<file path="src/rtl/cpu_bus_arbiter.sv">
`timescale 1ns/10ps
`default_nettype none
// ============================================================================
// Module      : cpu_bus_arbiter
// Description : Round-robin arbiter for the CPU bus port with a grant-hold
//               watchdog whose ns limit is converted to cycles at elaboration.
// Revision    : 1.0  initial release
// ============================================================================
module cpu_bus_arbiter #(
    parameter int N_REQ         = 4,
    parameter int CLK_PERIOD_PS = 10000,
    parameter int TIMEOUT_NS    = 1000,
    localparam int IDW          = (N_REQ > 1) ? $clog2(N_REQ) : 1
) (
    input  logic             clk,
    input  logic             rst,
    input  logic [N_REQ-1:0] req,
    input  logic [N_REQ-1:0] done,
    output logic [N_REQ-1:0] gnt,
    output logic [IDW-1:0]   gnt_id,
    output logic             busy,
    output logic             timeout_err,
    output logic [IDW-1:0]   timeout_id
);

    localparam int c_TIMEOUT_RAW = (TIMEOUT_NS * 1000 + CLK_PERIOD_PS - 1) / CLK_PERIOD_PS;
    localparam int c_TIMEOUT_CYC = (c_TIMEOUT_RAW < 1) ? 1 : c_TIMEOUT_RAW;
    localparam int c_CW          = (c_TIMEOUT_CYC > 1) ? $clog2(c_TIMEOUT_CYC + 1) : 1;

    localparam logic [1:0] c_ST_IDLE    = 2'd0;
    localparam logic [1:0] c_ST_GRANT   = 2'd1;
    localparam logic [1:0] c_ST_RELEASE = 2'd2;

    logic [1:0]       r_state;
    logic [N_REQ-1:0] r_gnt;
    logic [IDW-1:0]   r_gnt_id;
    logic [IDW-1:0]   r_rr_ptr;
    logic [c_CW-1:0]  r_cnt;
    logic             r_timeout_err;
    logic [IDW-1:0]   r_timeout_id;

    logic             w_found;
    logic [IDW-1:0]   w_sel_id;
    logic [N_REQ-1:0] w_sel_onehot;
    logic             w_owner_done;
    logic             w_owner_req;
    logic             w_at_limit;
    logic             w_exit;
    logic [IDW-1:0]   w_next_ptr;

    // First active request at or after the round-robin pointer, wrapping.
    always_comb begin
        w_found      = 1'b0;
        w_sel_id     = '0;
        w_sel_onehot = '0;
        for (int i = 0; i < N_REQ; i++) begin
            if (!w_found && req[(int'(r_rr_ptr) + i) % N_REQ]) begin
                w_found  = 1'b1;
                w_sel_id = IDW'((int'(r_rr_ptr) + i) % N_REQ);
                w_sel_onehot[(int'(r_rr_ptr) + i) % N_REQ] = 1'b1;
            end
        end
    end

    assign w_owner_done = done[r_gnt_id];
    assign w_owner_req  = req[r_gnt_id];
    assign w_at_limit   = (r_cnt == c_CW'(c_TIMEOUT_CYC - 1));
    assign w_exit       = w_owner_done || !w_owner_req || w_at_limit;
    assign w_next_ptr   = (r_gnt_id == IDW'(N_REQ - 1)) ? '0 : r_gnt_id + 1'b1;

    always_ff @(posedge clk) begin
        if (rst) begin
            r_state       <= c_ST_IDLE;
            r_gnt         <= '0;
            r_gnt_id      <= '0;
            r_rr_ptr      <= '0;
            r_cnt         <= '0;
            r_timeout_err <= 1'b0;
            r_timeout_id  <= '0;
        end else begin
            r_timeout_err <= 1'b0;
            case (r_state)
                c_ST_IDLE, c_ST_RELEASE: begin
                    if (w_found) begin
                        r_gnt    <= w_sel_onehot;
                        r_gnt_id <= w_sel_id;
                        r_cnt    <= '0;
                        r_state  <= c_ST_GRANT;
                    end else begin
                        r_state  <= c_ST_IDLE;
                    end
                end
                c_ST_GRANT: begin
                    if (w_exit) begin
                        r_gnt    <= '0;
                        r_rr_ptr <= w_next_ptr;
                        r_state  <= c_ST_RELEASE;
                        // An owner finishing on the last allowed cycle is not a timeout.
                        if (w_at_limit && !w_owner_done) begin
                            r_timeout_err <= 1'b1;
                            r_timeout_id  <= r_gnt_id;
                        end
                    end else begin
                        r_cnt <= r_cnt + 1'b1;
                    end
                end
                default: begin
                    r_gnt   <= '0;
                    r_state <= c_ST_IDLE;
                end
            endcase
        end
    end

    assign gnt         = r_gnt;
    assign gnt_id      = r_gnt_id;
    assign busy        = |r_gnt;
    assign timeout_err = r_timeout_err;
    assign timeout_id  = r_timeout_id;

endmodule
`default_nettype wire

</file>
<file path="config.mk">
export PLATFORM = sky130hd
export DESIGN_NAME = cpu_bus_arbiter
export DESIGN_NICKNAME = d
export VERILOG_FILES = /design/src/rtl/cpu_bus_arbiter.sv
export SDC_FILE = /design/constraint.sdc
export NUM_CORES = 1
export LEC_CHECK = 0
export BUFFER_PORTS_ARGS = -buffer_cell sky130_fd_sc_hd__buf_2
export CORE_MARGIN = 1
export CORE_UTILIZATION = 45
export DETAILED_ROUTE_END_ITERATION = 8
export PLACE_DENSITY = 0.67
export RECOVER_POWER = 25
export SLEW_MARGIN = 20
export SYNTH_ARGS = -nofsm -noshare
export SYNTH_HDL_FRONTEND = slang
export SYNTH_SLANG_ARGS = --single-unit
</file>
<file path="constraint.sdc">
create_clock -name clk -period 5.1 [get_ports clk]
set_clock_uncertainty 0.1 [all_clocks]
set_input_delay 1.02 -clock clk [delete_from_list [all_inputs] [get_ports clk]]
set_output_delay 1.02 -clock clk [all_outputs]
set_load 0.01 [all_outputs]
</file>
==> results of run 1 <==
## path summary, 6_finish.rpt
kind                              startpoint                    endpoint  slack [ns]  cells after the start
setup / recovery    r_rr_ptr[0]$_SDFFE_PP0P_         gnt[1]$_SDFFE_PP0P_        1.92                      7
hold / removal    timeout_id[1]$_SDFFE_PP0P_  timeout_id[1]$_SDFFE_PP0P_        0.40                      2
setup reg to reg    r_rr_ptr[0]$_SDFFE_PP0P_         gnt[1]$_SDFFE_PP0P_        1.92                      7
hold reg to reg   timeout_id[1]$_SDFFE_PP0P_  timeout_id[1]$_SDFFE_PP0P_        0.40                      2
## per-layer routing
layer,wire length (um),global-route usage,up-vias
met5,0,0,-
met4,31,0.0714,0
met2,1540,0.326,32
li1,-,-,623
met1,1410,0.249,586
met3,102,0.0393,5
## cells in the mapped netlist (all sizes together), types with 2 or more instances
cell,count
a221o,5
nor3b,2
nor2,22
o211ai,4
mux2,2
and3,2
a21oi,8
o21ai,6
nand3,4
dfxtp,20
xnor2,5
mux2i,4
inv,5
mux4,4
clkbuf,4
nor2b,3
nor4,3
nand2b,3
nor3,9
nand2,9
o31ai,2
or3,2
nand4,2
buf,5
ha,9
## power groups by stage
| stage | Clock, W | Combinational, W | Sequential (W) |
|---|---|---|---|
| 2_1_floorplan | 0 | 0.000116 | 0.000184 |
| 3_3_place_gp | 0 | 0.000135 | 0.000186 |
| 3_5_place_dp | 0 | 0.000138 | 0.000187 |
| 4_1_cts | 0.000132 | 0.000139 | 0.000183 |
| 5_1_grt | 0.000141 | 0.000151 | 0.000185 |
| 6_report | 0.000131 | 0.000137 | 0.000183 |
## state kept, by name, summed over array words and instances, names as in the netlist
name / cells
gnt: 4
gnt_id: 2
r_cnt: 7
r_rr_ptr: 2
r_state: 2
timeout_err: 1
timeout_id: 2
## logic make-up (layout without fill, tap and decap cells)
group | Yosys count | count (layout) | share of synthesized area
fa+ha+maj | 9 | 9 | 0.0768
mux | 10 | 10 | 0.107
buf+inv | 14 | 28 | 0.0589
simple gates | 68 | 68 | 0.253
xor+xnor | 5 | 5 | 0.0299
flops | 20 | 20 | 0.273
compound gates | 35 | 35 | 0.201
## area by class of cell
class,instances,share of cell area
inverters,5,0.0118
clock buffers,3,0.0142
flip-flops and latches,20,0.252
multi-input cells,127,0.613
clock inverters,1,0.0189
well taps,44,0.0347
repair buffers,19,0.0552
## through the flow
stage	area [um2]	instances	hold slack [ns]	worst slack (ns)
6_report	1590	219	0.403	1.92
5_1_grt	1590	219	0.452	1.67
4_1_cts	1600	219	0.406	1.93
3_5_place_dp	1550	215	0.380	1.94
3_3_place_gp	1550	215	0.373	2.05
2_1_floorplan	1470	161	0.376	2.49
## worst register-to-register path: stages (launching register included)
cell,delay (ns)
sky130_fd_sc_hd__dfxtp_1,0.76
sky130_fd_sc_hd__inv_1,0.29
sky130_fd_sc_hd__ha_1,0.57
sky130_fd_sc_hd__mux4_2,0.66
sky130_fd_sc_hd__a2111oi_4,0.35
sky130_fd_sc_hd__a21oi_1,0.07
sky130_fd_sc_hd__o31ai_1,0.23
sky130_fd_sc_hd__a221o_1,0.13
==> results by group, run 1 <==
Timing
  • Max Slew Vio Count: 0
  • Maximum clock rate: 314 MHz
  • Final hold violation count: 0
  • Minimum period implied by the final worst setup slack: 3.18 ns
  • Ratio of final minimum period to clock period: 0.624
  • Relative slew slack: 0.550
  • Finish-stage setup viols: 0
  • RSZ-0062 raised after global routing: false
  • Summed negative setup slack over all endpoints: 0 ns
  • Transition time at the pin with the least slew margin: 0.669 ns

Synthesis
  • Library cell with the largest summed area after synthesis: sky130_fd_sc_hd__dfxtp_1
  • Count of synthesis-stage warnings from yosys: 0
  • Primary FF master, synth: sky130_fd_sc_hd__dfxtp_1
  • Avg Cell Area, Syn: 9.11 um2
  • Synth async-reset ratio: 0
  • Top area cells in the synthesized netlist: sky130_fd_sc_hd__dfxtp_1, sky130_fd_sc_hd__ha_1, sky130_fd_sc_hd__nor2_1
  • Post-synth EDFFs: 0
  • Synth top area share: 0.273
  • Number of flip-flops and latches in the synthesized netlist: 20
  • Number of nets in the synthesized netlist: 180
  • Sequential-to-total area share from yosys stat: 0.273
  • Cell count after synthesis: 161
  • Count of cell types in the netlist: 50
  • Post-synthesis instance area: 0.00147 mm2

Critical path
  • Critical path buffer and inverter count: 1
  • Largest stage delay on the critical path: 0.76 ns
  • Type of element capturing the critical path: register
  • Sort of element at the start of the critical path: register
  • CP top delay family: compound AO/OA/AOI/OAI gates
  • Crit Path Max Fanout: 17
  • Chain of cells forming the critical path: inv_1 -> ha_1 -> mux4_2 -> a2111oi_4 -> a21oi_1 -> o31ai_1 -> a221o_1
  • CP max stage cell: sky130_fd_sc_hd__dfxtp_1
  • Required time reported for the critical path endpoint: 5.27 ns
  • Crit path DAT: 3.35 ns
  • Crit Path Class: reg2reg

Clock tree
  • CTS-repair resized insts: 0
  • Number of buffers created by CTS: 3
  • CTS Sinks: 20
  • CTS tree: yes
  • Root buffer cell: sky130_fd_sc_hd__clkbuf_4
  • Number of buffers on the longest clock path: 2
  • Hold bufs inserted after CTS: 0
  • Post-CTS repair timing setup buffer count: 0
  • Number of H-tree levels: 1
  • Clock insertion delay at the later pin of the skew report: 0.31 ns
  • Post-CTS clock slew at the launch and capture registers of the worst setup and hold paths: 0.12 ns

Finish
  • Inserted Diodes: 0
  • Layout cell share with drive strength beyond 1: 0.166
  • Area of combinational cells with multiple inputs: 972 um2
  • Net total in the final layout: 195
  • Filler Cell Count: 316
  • Final core utilization: 0.515
  • Reg area: 400 um2
  • Most frequent standard cell in the layout excluding fill and tap cells: sky130_fd_sc_hd__nor2_1
  • Area grow syn2layout: 8.19%
  • Most frequent cells in the layout: sky130_fd_sc_hd__nor2_1, sky130_fd_sc_hd__dfxtp_1, sky130_fd_sc_hd__buf_2

Routing
  • Routed wire per std cell: 14.1 um
  • Residual DRC: 0
  • Detailed-route vias per instance: 5.69
  • Number of antenna-violating nets in the routed design: 0
  • Routed wire length: 3080 um
  • Detailed-route via count: 1246
  • Drt first pass iters: 4
  • Starting DRT DRC Count: 51

Power
  • Share of total power in sequential cells: 0.406
  • Internal power component: 0.000305 W
  • Final Total Pwr: 0.000450 W
  • Share of total power consumed by net switching: 0.322
  • Clock power share: 0.290
  • Maximum VDD drop: 0.146 mV
  • Comb pwr share: 0.303
  • Switching component of the power: 0.000145 W
  • Power per unit of standard cell area: 284 mW/mm2
  • Leakage power of the design: 0.567 nW

Global routing
  • GRT Total Usage: 0.195
  • Pin count of the biggest net entering global routing: 18
  • Antenna violations before repair: 0
  • Overall overflow remaining after global route: 0
  • Wire length of the first global-routing pass: 5270 um
  • Vias in the first global route: 1169

Outcome
  • Status: finished clean

Min path
  • Hold crit path type: reg2reg

Floorplan
  • Total I/O pin count: 20
  • Starting density of the core: 0.476
  • Die footprint: 0.00349 mm2
  • Horizontal extent of the die: 59.1 um
  • Placement Rows: 20
  • Placeable core area: 0.00308 mm2
  • DIE HEIGHT: 59.1 um

Placed design
  • Count of input and output buffers: 19
  • DP Wirelength: 2300 um
  • Final RePlAce weighted congestion: 0.921

Flow run
  • Count of max-cap constraint violations: 0
(Power assumes the default switching activity.)
==> run 2: changes to the inputs <==
==> constraint.sdc (replaced) <==
create_clock -name clk -period 3.2 [get_ports clk]
set_clock_uncertainty 0.1 [all_clocks]
set_input_delay 0.64 -clock clk [delete_from_list [all_inputs] [get_ports clk]]
set_output_delay 0.64 -clock clk [all_outputs]
set_load 0.01 [all_outputs]
==> run 2 against run 1 <==
Effect of this change: worst setup slack lost 1.6 ns; first-iteration DRC count grew 35%; final cell count grew 0.46%; cell area shrank 0.16%; critical endpoint unchanged; largest power group unchanged; highest routed layer unchanged.
==> results by group, run 2 (synthesis gave the netlist of run 1 again) <==
Outcome
  • Status: finished clean

Routing
  • Starting DRT DRC Count: 69 (+35%)
  • Detailed-route via count: 1311 (+5.2%)
  • Number of antenna-violating nets in the routed design: 0 (unchanged)
  • Routed wire per std cell: 14.5 um (+3.2%)
  • Residual DRC: 0 (unchanged)
  • Routed wire length: 3190 um (+3.6%)
  • Drt first pass iters: 4 (unchanged)
  • Detailed-route vias per instance: 5.96 (+4.7%)

Clock tree
  • CTS tree: yes
  • CTS-repair resized insts: 0 (unchanged)
  • Post-CTS clock slew at the launch and capture registers of the worst setup and hold paths: 0.12 ns (about the same)
  • Post-CTS repair timing setup buffer count: 0 (unchanged)
  • Number of buffers created by CTS: 3 (unchanged)
  • CTS Sinks: 20 (unchanged)
  • Number of buffers on the longest clock path: 2 (unchanged)
  • Root buffer cell: sky130_fd_sc_hd__clkbuf_4
  • Hold bufs inserted after CTS: 0 (unchanged)
  • Clock insertion delay at the later pin of the skew report: 0.31 ns (about the same)
  • Number of H-tree levels: 1 (unchanged)

Placed design
  • DP Wirelength: 2390 um (+4.0%)
  • Count of input and output buffers: 19 (unchanged)
  • Final RePlAce weighted congestion: 0.864 (-6.2%)
  • Worst slack after detailed placement: 0.442 ns (-1.50 ns)

Critical path
  • CP top delay family: compound AO/OA/AOI/OAI gates
  • Critical path buffer and inverter count: 1 (unchanged)
  • Required time reported for the critical path endpoint: 3.36 ns (-1.91 ns)
  • Crit path DAT: 2.99 ns (-0.36 ns)
  • Largest stage delay on the critical path: 0.67 ns (-0.09 ns)
  • Crit Path Max Fanout: 11 (-6)
  • Cell depth of the worst flop-to-flop path: 7 (unchanged)
  • Type of element capturing the critical path: register
  • CP max stage cell: sky130_fd_sc_hd__mux4_2
  • Number of gates on the worst path with buffers counted: 7 (unchanged)
  • Sort of element at the start of the critical path: register
  • Chain of cells forming the critical path: inv_1 -> ha_1 -> mux4_2 -> a2111oi_4 -> a21oi_1 -> o31ai_1 -> a221o_1
  • Crit Path Class: reg2reg

Power
  • Power per unit of standard cell area: 420 mW/mm2 (+48%)
  • Leakage power of the design: 0.567 nW (about the same)
  • Maximum VDD drop: 0.251 mV (+72%)

Global routing
  • Antenna violations before repair: 0 (unchanged)
  • GRT Total Usage: 0.206 (+0.0110)
  • Overall overflow remaining after global route: 0 (unchanged)
  • Wire length of the first global-routing pass: 5480 um (+3.9%)
  • Pin count of the biggest net entering global routing: 17 (-1)
  • Vias in the first global route: 1250 (+6.9%)

Min path
  • Hold crit path type: reg2reg
  • Hold path cells: 1 (-1)

Timing
  • RSZ-0062 raised after global routing: false
  • Finish-stage setup viols: 0 (unchanged)
  • Final hold violation count: 0 (unchanged)
  • Ratio of final minimum period to clock period: 0.886 (+0.262)
  • Relative slew slack: 0.502 (-0.0481)
  • Minimum period implied by the final worst setup slack: 2.84 ns (-0.348 ns)
  • Transition time at the pin with the least slew margin: 0.740 ns (+0.0714 ns)
  • Summed negative setup slack over all endpoints: 0 ns (unchanged)
  • Maximum clock rate: 353 MHz (+12%)
  • Max Slew Vio Count: 0 (unchanged)
  • Worst Slack Setup Final: 0.365 ns (-1.55 ns)

Floorplan
  • Placement Rows: 20 (unchanged)
  • DIE HEIGHT: 59.1 um (unchanged)
  • Placeable core area: 0.00308 mm2 (unchanged)
  • Die footprint: 0.00349 mm2 (unchanged)
  • Total I/O pin count: 20 (unchanged)
  • Starting density of the core: 0.476 (unchanged)
  • Horizontal extent of the die: 59.1 um (unchanged)

Finish
  • Layout cell share with drive strength beyond 1: 0.170 (+0.00474)
  • Net total in the final layout: 196 (+0.51%)
  • Most frequent standard cell in the layout excluding fill and tap cells: sky130_fd_sc_hd__nor2_1
  • Most frequent cells in the layout: sky130_fd_sc_hd__nor2_1, sky130_fd_sc_hd__dfxtp_1, sky130_fd_sc_hd__buf_2
  • Area grow syn2layout: 8.02%
  • Number of flip-flops under the largest register name: 7 (unchanged)
  • Biggest register: r_cnt
  • Inserted Diodes: 0 (unchanged)

Flow run
  • Count of max-cap constraint violations: 0 (unchanged)
run 2: layout make-up:
type,count,area [um2]
Clock buffer,4,36.3
Fill cell,304,1490
Inverter,5,18.8
Multi-Input combinational cell,127,980
Sequential cell,20,400
Tap cell,44,55.1
Timing Repair Buffer,20,93.8
run 2: layer usage:
layer / track usage / share of wire
met1: 0.261 / 0.44
met2: 0.339 / 0.50
met3: 0.0349 / 0.037
met4: 0.102 / 0.023
met5: 0 / 0
run 2: power breakdown:
group | internal (W) | switching [W]
Sequential | 0.000265 | 0.0000184
Clock | 0.0000696 | 0.0000799
Combinational | 0.0000985 | 0.000133
run 2: final timing paths:
path	from	end	slack, ns
worst max-delay path	r_rr_ptr[1]$_SDFFE_PP0P_	gnt[1]$_SDFFE_PP0P_	0.36
worst min-delay path	gnt[0]$_SDFFE_PP0P_	gnt[0]$_SDFFE_PP0P_	0.42
worst max register to register	r_rr_ptr[1]$_SDFFE_PP0P_	gnt[1]$_SDFFE_PP0P_	0.36
worst min register to register	gnt[0]$_SDFFE_PP0P_	gnt[0]$_SDFFE_PP0P_	0.42
run 2: per-stage QoR:
| stage | hold WS, ns | utilization | std cells | total power, W | instance area [um2] |
|---|---|---|---|---|---|
| CTS | 0.414 | 0.517 | 220 | 0.000668 | 1590 |
| global placement | 0.375 | 0.506 | 216 | 0.000516 | 1560 |
| finish | 0.416 | 0.515 | 220 | 0.000665 | 1580 |
| floorplan | 0.376 | - | 161 | 0.000478 | 1470 |
| global route | 0.429 | 0.515 | 220 | 0.000708 | 1580 |
| detailed placement | 0.388 | 0.506 | 216 | 0.000521 | 1560 |
